--- config.mk ---
export PLATFORM = sky130hd
export DESIGN_NAME = dac_interp
export DESIGN_NICKNAME = d
export VERILOG_FILES = /design/src/rtl/dac_interp.sv
export SDC_FILE = /design/constraint.sdc
export NUM_CORES = 1
export LEC_CHECK = 0
export BUFFER_PORTS_ARGS = -buffer_cell sky130_fd_sc_hd__buf_2
export CAP_MARGIN = 10
export CORE_AREA = 2 2 96 98
export CTS_CLUSTER_SIZE = 8
export DETAILED_ROUTE_END_ITERATION = 16
export DIE_AREA = 0 0 98 100
export PLACE_DENSITY = 0.69
export SYNTH_ARGS = -nofsm -noshare
export SYNTH_HDL_FRONTEND = slang
export SYNTH_SLANG_ARGS = --single-unit
--- constraint.sdc ---
create_clock -name clk_i -period 3.3 [get_ports clk_i]
set_clock_uncertainty 0.05 [all_clocks]
set_input_delay 0.66 -clock clk_i [delete_from_list [all_inputs] [get_ports clk_i]]
set_output_delay 0.66 -clock clk_i [all_outputs]
set_load 0.01 [all_outputs]
--- src/rtl/dac_interp.sv ---
// dac_interp: linear-interpolating upsampler feeding the delta-sigma DAC
// modulator. Each accepted signed sample becomes the end point of a
// straight-line ramp that starts at the previous sample and takes
// 2^OSR_LOG2 clocks, so the modulator sees small steps on every clock
// instead of a zero-order hold.
//
// Ports:
//   clk_i           system clock
//   rst_i           asynchronous active-high reset
//   sample_i        signed input sample (BW bits)
//   sample_valid_i  sample_i is valid
//   sample_ready_o  sample accepted at the next rising edge if valid
//   underrun_clr_i  synchronous clear of underrun_o
//   dac_o           signed interpolated output to the modulator
//   frame_o         one-cycle strobe after each frame boundary edge
//   underrun_o      sticky: a frame boundary passed with no sample
module dac_interp #(
    parameter int unsigned BW       = 16,
    parameter int unsigned OSR_LOG2 = 6
) (
    input  logic                 clk_i,
    input  logic                 rst_i,
    input  logic signed [BW-1:0] sample_i,
    input  logic                 sample_valid_i,
    output logic                 sample_ready_o,
    input  logic                 underrun_clr_i,
    output logic signed [BW-1:0] dac_o,
    output logic                 frame_o,
    output logic                 underrun_o
);

    localparam int unsigned ACC_W = BW + OSR_LOG2 + 1;
    localparam logic [OSR_LOG2-1:0] CNT_LAST = '1;
    localparam logic [OSR_LOG2-1:0] CNT_ONE  = OSR_LOG2'(1);

    typedef enum logic {
        IDLE,
        RUN
    } state_t;

    state_t                state_q, state_d;
    logic [OSR_LOG2-1:0]   cnt_q, cnt_d;
    logic signed [BW-1:0]  cur_q, cur_d;
    logic signed [BW:0]    delta_q, delta_d;
    logic signed [ACC_W-1:0] acc_q, acc_d;
    logic                  frame_q, frame_d;
    logic                  underrun_q, underrun_d;

    logic                  ready;
    logic [ACC_W-1:0]      cur_scaled;
    logic [ACC_W-1:0]      delta_ext;

    // ------------------------------------------------------------------
    // State register
    // ------------------------------------------------------------------
    always_ff @(posedge clk_i or posedge rst_i) begin
        if (rst_i) begin
            state_q    <= IDLE;
            cnt_q      <= '0;
            cur_q      <= '0;
            delta_q    <= '0;
            acc_q      <= '0;
            frame_q    <= 1'b0;
            underrun_q <= 1'b0;
        end else begin
            state_q    <= state_d;
            cnt_q      <= cnt_d;
            cur_q      <= cur_d;
            delta_q    <= delta_d;
            acc_q      <= acc_d;
            frame_q    <= frame_d;
            underrun_q <= underrun_d;
        end
    end

    // ------------------------------------------------------------------
    // Next-state logic
    // ------------------------------------------------------------------
    // cur scaled by OSR, and delta sign-extended to the accumulator width.
    assign cur_scaled = {cur_q[BW-1], cur_q, {OSR_LOG2{1'b0}}};
    assign delta_ext  = {{OSR_LOG2{delta_q[BW]}}, delta_q};

    always_comb begin
        state_d    = state_q;
        cnt_d      = cnt_q;
        cur_d      = cur_q;
        delta_d    = delta_q;
        acc_d      = acc_q;
        frame_d    = 1'b0;
        underrun_d = underrun_clr_i ? 1'b0 : underrun_q;

        if (ready) begin
            if (sample_valid_i) begin
                // Restart the ramp exactly at the old target so rounding
                // error never accumulates across frames.
                acc_d   = cur_scaled;
                cnt_d   = '0;
                frame_d = 1'b1;
                delta_d = {sample_i[BW-1], sample_i} - {cur_q[BW-1], cur_q};
                cur_d   = sample_i;
                state_d = RUN;
            end else if (state_q == RUN) begin
                // Underrun: hold flat at the current target; a new set
                // takes priority over a same-edge clear.
                acc_d      = cur_scaled;
                cnt_d      = '0;
                frame_d    = 1'b1;
                delta_d    = '0;
                underrun_d = 1'b1;
            end
        end else if (state_q == RUN) begin
            acc_d = acc_q + delta_ext;
            cnt_d = cnt_q + CNT_ONE;
        end
    end

    // ------------------------------------------------------------------
    // Outputs
    // ------------------------------------------------------------------
    always_comb begin
        ready = (state_q == IDLE) || (cnt_q == CNT_LAST);
    end

    assign sample_ready_o = ready;
    // Dropping the low OSR_LOG2 bits is an arithmetic shift: floor(acc/OSR).
    assign dac_o          = acc_q[OSR_LOG2+BW-1:OSR_LOG2];
    assign frame_o        = frame_q;
    assign underrun_o     = underrun_q;

endmodule

; ---- Word level (Yosys, flattened, before mapping)
; Cells that the tools add are included.
[totals]
ram_bits = 0
latch_bits = 0
ff_bits = 65
rom_bits = 0
memories = 0
out_inout_bits = 19
in_bits = 20
word_cells = 35
[classes]
shifts = 0
mux = 17
div_mod_pow = 0
n_eq_ne = 1
n_bitwise = 1
order_cmp = 0
n_addsub = 3
n_reduce_logical = 6
multipliers = 0
[ops]
columns = cell, n
row1 = 23-bit 2-to-1 mux, 4
row2 = 17-bit 2-to-1 mux, 2
row3 = 6-bit 2-to-1 mux, 4
row4 = 23-bit adder, 1
row5 = 16-bit by 16-bit subtractor with 17-bit output, 1
row6 = 1-bit 2-to-1 mux, 7
row7 = "6-bit by 1-bit adder with 6-bit output, second input constant", 1
row8 = "6-bit equality test, second input constant", 1
row9 = 2-bit AND reduction, 3
row10 = 2-bit nonzero test, 2
row11 = 1-bit logical OR, 1
row12 = 1-bit NOT, 1

; ---- Depth between registers and ports, before layout
[depth]
word_depth = 4
ltp_mapped = 13
mapped_depth_nobuf = 13

; ---- Worst setup path before layout
; No wires, ideal clock.
[synth_path]
path_kind = register -> register
from = register delta_q[0]
to = register acc_q[20]
t_arrival_ns = 2.473
stages_incl_launch_ff = 12
slack_ns = 0.646
period_less_slack_ns = 2.654
t_required_ns = 3.119
setup_ns = 0.131
path_buffers = 0
path_cell_list = dfrtp_1 ha_1 fa_1 a211oi_1 o21ai_2 a221oi_4 a211oi_2 o31a_1 o21a_1 nor2_2 or4b_1 nand3_1
[synth_between]
elab_chain_cells = 3
[synth_lines]
columns = element, line_no
row1 = from (decl), 44  ; logic signed [BW:0] delta_q, delta_d;
row2 = from (signal assigned), 69  ; delta_q <= delta_d;
row3 = 23-bit adder, 112  ; acc_d = acc_q + delta_ext;
row4 = 23-bit 2-to-1 mux, 111  ; end else if (state_q == RUN) begin
row5 = 23-bit 2-to-1 mux, 92  ; if (ready) begin
row6 = to (signal assigned), 62  ; acc_q <= '0;
row7 = to (signal assigned), 70  ; acc_q <= acc_d;
row8 = to (decl), 45  ; logic signed [ACC_W-1:0] acc_q, acc_d;
; No other way between the ends. The select of a mux whose other input is x is not followed.
; A chain may end at the register's enable or synchronous reset.

; ---- Worst setup path after layout
; Same ends and word-level chain as after synthesis.

==> impl_metrics.json <==
{
  "slew_headroom_pct": 66.0,
  "synth_cell_types": 61,
  "endpoint_kind": "flip-flop",
  "cts_setup_buffers": 0,
  "vias": 3391,
  "seqCellArea_sq_um": 1600,
  "avgSynthCellArea_sq_um": 9.46,
  "grt_pass1_wl_microns": 16000,
  "post_drt_wl_per_cell_microns": 15.5,
  "worst_pin_slew_ns": 0.509,
  "ir_drop_mv": 0.428,
  "status": "finished clean",
  "ys_seq_area_share_pct": 37.5,
  "multi_input_area_sq_um": 2400,
  "fillers": 830,
  "drive_gt1_share_pct": 18.5,
  "nets": 541,
  "synth_warnings": 0,
  "synth_edf_count": 0,
  "area_growth_pct": 9.69,
  "die-area_sq_um": 9800,
  "grt_use_total_pct": 20.1,
  "path_class": "flip-flop to flip-flop",
  "via_per_inst": 5.68,
  "p_per_area_nw_per_um2": 1040,
  "synth_top_flop_cell": "dfrtp_1",
  "wl_microns": 9240,
  "finalPower_mw": 4.88,
  "io_pins": 39,
  "instances_no_fill": 597,
  "fin_crit_sh_pct": 86.8,
  "clock_latency_ns": 0.34,
  "synth_area_sq_um": 4280,
  "gp_congestion": 0.848,
  "syn_nets": 512,
  "diodes": 0,
  "final_cell_area_sq_um": 4690,
  "htree_levels": 3,
  "hold_viol": 0,
  "fmax_mhz": 349,
  "dp_hpwl_microns": 7060,
  "hold_path_class": "input port to async pin",
  "cts_resized": 0,
  "async_reset_ff_share_pct": 100,
  "antenna_found_initial": 0,
  "drtAntennaViolNets": 0,
  "rows": 35,
  "finalSetupTns_ns": 0,
  "cts_tree": "built",
  "drv_slew": 0,
  "finalSetupViolations": 0,
  "place_area_sq_um": 4490,
  "fin_crit_ns": 2.86,
  "dp_cells": 581,
  "grt_overflow": 0,
  "rsz0062_at_grt": "false",
  "clock_sink_count": 64,
  "hold_buffers": 0,
  "grt_max_degree": 33,
  "numCtsBuffers": 9,
  "synth_cells": 452,
  "grt_pass1_vias": 3327,
  "worstPathRequired_ns": 3.46,
  "drc": 0,
  "chipHeight_microns": 100,
  "die_w_microns": 98,
  "initial_utilization_pct": 48.1,
  "coreArea_sq_um": 8890,
  "leakagePower_nw": 2.17,
  "portBuffers": 38,
  "path_max_fanout": 3,
  "ys_ff_latch": 64,
  "cp-start-kind": "flip-flop",
  "clk_path_buf_depth": 2,
  "maxCapViolations": 0,
  "drt_iter0_markers": 112,
  "arrival_ns": 3.02,
  "first_pass_iters": 4,
  "clk_pin_slew_ns": 0.07,
  "cts_root_buffer": "clkbuf_8"
}
==> cells in the mapped netlist, drive strengths merged (4+ instances only) <==
cell type	n	area (sq um)
a31oi	7	58.8
a22oi	11	82.6
a21o	9	68.8
nand2	40	150
xor2	12	105
a32o	4	40.0
o21ai	47	239
nor2	24	95.1
nand2b	5	31.3
a21oi	24	120
nand3	8	40.0
nor3	10	55.1
clkbuf	9	33.8
xnor2	15	131
mux2	15	169
nor2b	6	37.5
o21a	5	38.8
a22o	4	35.0
ha	38	475
inv	30	113
dfrtp	64	1600
buf	17	125
==> worst paths after layout <==
| kind | from | end | slack [ns] | cells after the start |
|---|---|---|---|---|
| setup / recovery | delta_q[0] | acc_q[20] | 0.44 | 11 |
| hold / removal | rst_i | acc_q[2] | 0.29 | 2 |
| setup reg to reg | delta_q[0] | acc_q[20] | 0.44 | 11 |
| hold reg to reg | acc_q[5] | acc_q[5] | 0.44 | 2 |
| max in group asynchronous | rst_i | delta_q[5] | 2.22 | 3 |
| min in group clk_i | acc_q[5] | acc_q[5] | 0.44 | 2 |
==> layout by cell type, fill, tap and decap left out, drive strengths merged, types with 6 or more instances in the layout <==
cell type  count
a21o           9
a21oi         24
a22oi         11
a31oi          7
buf           44
clkbuf        13
dfrtp         64
ha            38
inv           30
mux2          15
nand2         40
nand3          8
nor2          24
nor2b          6
nor3          10
o21ai         47
xnor2         15
xor2          12
==> power by group <==
group	internal [mW]	total (mW)	leakage (nW)	switching (mW)
registers	1.15	1.49	0.795	0.347
clock network	0.388	0.676	0.103	0.287
logic	1.26	2.71	1.27	1.45
total	2.79	4.88	2.17	2.08
==> layer usage <==
metal	wire length, microns	vias to the layer above	global-route usage (%)
li1	-	1686	-
met1	4370	1622	26.9
met2	4280	68	32.7
met3	418	15	4.11
met4	171	0	7.05
met5	0	-	0
==> layout make-up <==
| type | count | share of cell area (%) |
|---|---|---|
| Multi-Input combinational cell | 332 | 51.2 |
| Sequential cell | 64 | 34.2 |
| Timing Repair Buffer | 44 | 5.02 |
| Clock buffer | 13 | 3.39 |
| Tap cell | 111 | 2.96 |
| Inverter | 30 | 2.40 |
| Clock inverter | 3 | 0.854 |
==> flip-flops by register name, indices dropped and copies added, names as in the netlist <==
| signal | flops |
|---|---|
| cnt_q | 6 |
| cur_q | 16 |
| underrun_o | 1 |
| delta_q | 17 |
| acc_q | 22 |
| state_q | 1 |
| frame_o | 1 |
==> kinds of logic (layout without fill, tap and decap cells) <==
kind of cell	count (synthesis)	in the layout	share of synthesized area, %
buffers and inverters	56	90	6.35
muxes	18	18	4.65
xor gates and xnor gates	27	27	5.53
DFF	64	64	37.5
adders and majority gates	40	40	12.1
AOI/OAI and AO/OA	136	136	21.3
and+or+nand+nor	111	111	12.6
==> per-stage QoR <==
step,utilization (%),hold WS [ns],worst slack [ns]
final,52.8,0.295,0.436
after global routing,52.8,0.322,0.268
after CTS,52.8,0.316,0.429
after detailed placement,50.5,0.424,0.351
after global placement,50.5,0.420,0.400
after floorplan,-,0.403,0.646
==> worst max-delay path: stages, from the launching register on <==
cell and delay [ns]:
dfrtp_1 0.39, ha_1 0.23, fa_1 0.42, a211oi_1 0.33, o21ai_2 0.14, a221oi_4 0.33, a211oi_2 0.11, o31a_1 0.28
o21a_1 0.19, nor2_2 0.09, or4b_1 0.11, nand3_1 0.05
Power figures use the tool's default switching activity.
